[config.mk]
export PLATFORM = sky130hd
export DESIGN_NAME = dino_game_ctrl
export DESIGN_NICKNAME = d
export VERILOG_FILES = /design/src/rtl/dino_game_ctrl.sv
export SDC_FILE = /design/constraint.sdc
export NUM_CORES = 1
export LEC_CHECK = 0
export ABC_AREA = 1
export BUFFER_PORTS_ARGS = -buffer_cell sky130_fd_sc_hd__buf_2
export CAP_MARGIN = 20
export CORE_MARGIN = 4
export CORE_UTILIZATION = 50
export CTS_BUF_LIST = sky130_fd_sc_hd__clkbuf_4
export CTS_CLUSTER_SIZE = 24
export DETAILED_ROUTE_END_ITERATION = 16
export GPL_TIMING_DRIVEN = 0
export PLACE_DENSITY_LB_ADDON = 0.15
export REMOVE_ABC_BUFFERS = 1
export SYNTH_ARGS = -nofsm -noshare
export SYNTH_HDL_FRONTEND = slang
export SYNTH_SLANG_ARGS = --single-unit
[constraint.sdc]
create_clock -name clock_in -period 1.9 [get_ports clock_in]
set_input_delay 0.38 -clock clock_in [delete_from_list [all_inputs] [get_ports clock_in]]
set_output_delay 0.38 -clock clock_in [all_outputs]
set_load 0.01 [all_outputs]
[src/rtl/dino_game_ctrl.sv]
// dino_game_ctrl - game-logic stage of the dinosaur game.
//
// Takes the clock divider's slow square wave as a game-tick level, edge
// detects it in the clock_in domain, and runs the top game FSM
// (IDLE/RUN/OVER), the jump sub-FSM, the obstacle scroller, collision
// detection and the saturating score counter. All outputs are registered.
//
// Ports:
//   clock_in     system clock (same clock as the divider)
//   reset        synchronous, active-high reset
//   game_tick    divider clock_out level; each rising edge is one game tick
//   btn_jump     raw jump pushbutton, asynchronous, active-high
//   dino_h       dinosaur height, 0 = on the ground
//   obstacle_col current obstacle column
//   score        obstacles passed, saturating at SCORE_MAX
//   running      high while in RUN
//   game_over    high while in OVER
module dino_game_ctrl #(
  parameter int COLS       = 16,   // <= 16
  parameter int DINO_COL   = 2,    // < COLS
  parameter int JUMP_H     = 3,    // 1..3
  parameter int HANG_TICKS = 2,    // 0..255
  parameter int SCORE_MAX  = 9999
) (
  input  logic        clock_in,
  input  logic        reset,
  input  logic        game_tick,
  input  logic        btn_jump,
  output logic [1:0]  dino_h,
  output logic [3:0]  obstacle_col,
  output logic [13:0] score,
  output logic        running,
  output logic        game_over
);

  localparam logic [3:0]  COL_LAST  = 4'(COLS - 1);
  localparam logic [3:0]  DINO_C    = 4'(DINO_COL);
  localparam logic [1:0]  PEAK      = 2'(JUMP_H);
  localparam logic [7:0]  HANG_INIT = 8'(HANG_TICKS);
  localparam logic [13:0] SC_MAX    = 14'(SCORE_MAX);

  typedef enum logic [1:0] {IDLE, RUN, OVER} state_t;
  typedef enum logic [1:0] {GROUND, UP, HANG, DOWN} jump_t;

  state_t     state;
  jump_t      jump;
  logic [7:0] hang_cnt;
  logic       jump_pending;
  logic       tick_q;
  logic       btn_s1, btn_s2, btn_q;

  logic       tick_p, press_p, collide;
  logic [1:0] h_inc;

  assign tick_p  = game_tick & ~tick_q;
  assign press_p = btn_s2 & ~btn_q;
  assign collide = (obstacle_col == DINO_C) && (dino_h == 2'd0);
  // Next height on an upward step; also 1 when launching from the ground.
  assign h_inc   = dino_h + 2'd1;

  always_ff @(posedge clock_in) begin
    if (reset) begin
      state        <= IDLE;
      jump         <= GROUND;
      hang_cnt     <= 8'd0;
      jump_pending <= 1'b0;
      tick_q       <= 1'b0;
      btn_s1       <= 1'b0;
      btn_s2       <= 1'b0;
      btn_q        <= 1'b0;
      dino_h       <= 2'd0;
      obstacle_col <= COL_LAST;
      score        <= 14'd0;
      running      <= 1'b0;
      game_over    <= 1'b0;
    end else begin
      tick_q <= game_tick;
      btn_s1 <= btn_jump;
      btn_s2 <= btn_s1;
      btn_q  <= btn_s2;

      case (state)
        IDLE: begin
          // The starting press is consumed; it does not queue a jump.
          if (press_p) begin
            state   <= RUN;
            running <= 1'b1;
          end
        end

        RUN: begin
          if (collide) begin
            // Collision wins over a coincident tick: positions freeze as-is.
            state     <= OVER;
            running   <= 1'b0;
            game_over <= 1'b1;
          end else begin
            if (tick_p) begin
              if (obstacle_col == 4'd0) begin
                obstacle_col <= COL_LAST;
                if (score < SC_MAX) score <= score + 14'd1;
              end else begin
                obstacle_col <= obstacle_col - 4'd1;
              end

              case (jump)
                GROUND, UP: begin
                  if (jump == UP || jump_pending) begin
                    dino_h       <= h_inc;
                    jump_pending <= 1'b0;
                    if (h_inc == PEAK) begin
                      jump     <= (HANG_TICKS == 0) ? DOWN : HANG;
                      hang_cnt <= HANG_INIT;
                    end else begin
                      jump <= UP;
                    end
                  end
                end
                HANG: begin
                  // Loaded with HANG_TICKS on arrival; last hang tick flips to DOWN.
                  if (hang_cnt <= 8'd1) jump <= DOWN;
                  else                  hang_cnt <= hang_cnt - 8'd1;
                end
                DOWN: begin
                  dino_h <= dino_h - 2'd1;
                  if (dino_h == 2'd1) jump <= GROUND;
                end
                default: jump <= GROUND;
              endcase
            end

            // The tick sees only the registered pending flag, so a press in
            // the same cycle is serviced next tick. A launch this cycle
            // clears the flag and swallows any coincident press.
            if (press_p && jump == GROUND && !(tick_p && jump_pending))
              jump_pending <= 1'b1;
          end
        end

        OVER: begin
          if (press_p) begin
            state        <= RUN;
            running      <= 1'b1;
            game_over    <= 1'b0;
            dino_h       <= 2'd0;
            obstacle_col <= COL_LAST;
            score        <= 14'd0;
            jump         <= GROUND;
            jump_pending <= 1'b0;
            hang_cnt     <= 8'd0;
          end
        end

        default: state <= IDLE;
      endcase
    end
  end

endmodule

==> impl_metrics.toml <==
[status]
status = "completed"

[timing]
hold_violations = 0
drv_slew = 0
rsz0062_at_grt = "false"
fin_crit_ns = 1.80
setup_ws_ns = 0.103
fmax_ghz = 0.556
tightestPinTransition_ns = 0.562
timing.final.crit_share_pct = 94.6
skew_ns = 0.0104
maxSlewHeadroom_pct = 62.5
finalSetupViolCount = 0

[routing]
first_iter_violations = 122
first_pass_iters = 4
drcViolationCount = 0
wl_mm = 6.12
vias = 2555
viasPerCell = 5.15
drt-wirelength-per-cell_um = 12.3
ant_nets = 0

[setup_path]
end_kind = "register"
crit_path_cell_trace = "inv_1 -> ha_4 -> nand4_1 -> inv_2 -> nor3_4 -> buf_4 -> buf_6 -> nand3b_1 -> nand2_1 -> nor2_1"
crit_family = "simple AND/OR/NAND/NOR gates"
crit_buf_inv = 4
cp-start-kind = "register"
arrival_ns = 2.06
slowest_stage = "dfxtp_2"
crit_path_max_fanout = 9
worstPathRequired_ns = 2.16
worstSetupPathType = "reg2reg"
max_stage_delay_ns = 0.39

[global_route]
overflow = 0
grt_antenna_before_repair = 0
first_global_vias = 2254
grt_start_max_net_pins = 29
use_met1_pct = 28.1
grt_use_met2_pct = 33.7
grt_pass1_wl_mm = 10.5
grt_use_total_pct = 20.9
grt_busiest_layer = "met2"
met3_usage_pct = 4.20

[clock_tree]
ctsLongestPathBuffers = 2
numCtsBuffers = 5
clk_pin_slew_worst_paths_ns = 0.13
cts_tree = "yes"
htreeDepth = 2
insertion_delay_ns = 0.36
cts_num_sinks = 39
cts_root_buf = "clkbuf_4"
holdBufCountCts = 0

[synthesis]
syn_area_per_cell_um2 = 6.35
syn_inst = 398
synthesis.area_um2 = 2530
synth_seq_cells = 39
synth_cell_types = 33
yosys_warnings = 0
ys_seq_area_share_pct = 30.9

[power_and_ir_drop]
power.leakage_nw = 1.28
ir_drop_uv = 387
p_per_area_nw_per_um2 = 691

[placed_design]
place_ws_ns = -1.14
dp_cells = 476
numPortBuffers = 25
dp_hpwl_mm = 3.89
place_congestion = 0.867

[floorplanning]
die_height_um = 79.1
row_count = 25
io_pins = 26
dieArea_um2 = 6260
core_um2 = 4820
die_w_um = 79.1
start_util_pct = 52.5

[layout]
final_layout_size_suffix_gt1_share_pct = 16.8
syn_to_final_growth_pct = 12.6
layout.cells.non_filler = 496
n_antenna_cell = 0
nets = 445

[job]
drv_cap = 0

[hold_path]
hp-class = "in2reg"
==> kinds of logic after synthesis <==
kind of cell               count (synthesis)  share of synthesized area, %
and+or+nand+nor                          216                          37.6
buffers and inverters                     69                          11.7
AOI/OAI and AO/OA                         57                          12.0
DFF                                       39                          30.9
adders and majority gates                 13                          6.43
xor gates and xnor gates                   4                          1.39
==> cells in the final DEF (no fill, tap or decap), types with 2 or more instances in the layout <==
cell type / count
o211ai_1: 2
ha_4: 2
xor2_1: 3
nand2_1: 94
buf_2: 26
nand2_4: 2
clkbuf_4: 6
nor3_1: 8
nand3_1: 40
nor2_2: 2
a21oi_1: 32
dfxtp_2: 4
nand4_1: 8
buf_4: 9
nand2_2: 5
dfxtp_1: 35
o21ai_0: 18
ha_1: 10
inv_1: 50
inv_2: 5
nor2_1: 51
nor3_4: 2
==> metrics by stage <==
stage               hold WS, ns  power, mW  instance area (um^2)  util, %  TNS [ns]
floorplan                 0.388       1.30                  2440        -     -4.85
global placement          0.396       1.43                  2650     55.0    -22.16
detailed placement        0.404       1.44                  2650     55.0    -22.90
CTS                       0.207       1.94                  2780     57.8         0
global route              0.211       2.11                  2850     59.1         0
finish                    0.219       1.97                  2850     59.1         0
==> worst register-to-register path: stages (launching register included) <==
cell and delay, ns:
dfxtp_2 0.39, inv_1 0.09, ha_4 0.22, nand4_1 0.15, inv_2 0.10, nor3_4 0.25
buf_4 0.15, buf_6 0.12, nand3b_1 0.10, nand2_1 0.09, nor2_1 0.04
==> sequential cells by signal, indices dropped and copies added, names as in the netlist <==
signal        cells
btn_s2            1
tick_q            1
state             2
btn_q             1
dino_h            2
jump              2
running           1
btn_s1            1
game_over         1
hang_cnt          8
jump_pending      1
obstacle_col      4
score            14
==> routing by layer <==
layer,part of all wire (%),vias up
met5,0,-
li1,-,1330
met2,47,52
met3,4.3,6
met4,1.2,0
met1,48,1167
==> synthesized netlist by cell type <==
master	instances	area share [%]
xnor2_1	1	0.35
buf_2	2	0.40
nand3_1	40	7.9
o31ai_1	1	0.30
dfxtp_1	39	31
inv_1	52	7.7
a31oi_1	1	0.25
nor3_4	1	0.64
o211ai_1	2	0.59
nor3_1	8	1.6
inv_2	3	0.45
nand3b_1	1	0.30
or2_2	1	0.25
a21oi_2	1	0.35
a21oi_1	32	6.3
nand2_4	1	0.45
nand2_1	95	14
nor2_1	51	7.6
clkbuf_1	4	0.59
buf_6	3	1.3
o21ai_0	18	3.6
nand4_1	8	2.0
nand3_2	1	0.40
ha_1	13	6.4
nor4_1	1	0.25
buf_1	2	0.30
buf_4	3	0.89
nor2_2	2	0.49
nand2_2	5	1.2
o21bai_1	1	0.30
xor2_1	3	1.0
o21ai_2	1	0.35
nor2_4	1	0.45
==> path summary, 6_finish.rpt <==
check / cells after the start / end / startpoint / slack, ns
setup / recovery: 10 / score[1] / state[1] / 0.10
hold / removal: 3 / btn_s1 / btn_jump / 0.22
setup reg to reg: 10 / score[1] / state[1] / 0.10
hold reg to reg: 2 / btn_s2 / btn_s1 / 0.42
==> report_power, final <==
group          switching, mW  internal (mW)
Clock                  0.298          0.157
Combinational          0.366          0.220
Sequential            0.0502          0.876
==> timing repair <==
action	in CTS	in global routing
endpoints found under the setup margin	35	24
pin swaps	2	2
setup buffers	5	5
gates resized for setup	6	9
cloned	1	1
==> cell type report <==
cell class	count	area, um^2
clock inverter	2	12.5
fill	494	1970
timing repair buffer	36	209
sequential	39	786
multi-input combinational	291	1500
tap	67	83.8
inverter	55	206
clock buffer	6	45.0
Note: power is estimated with default switching activity, not from simulation.
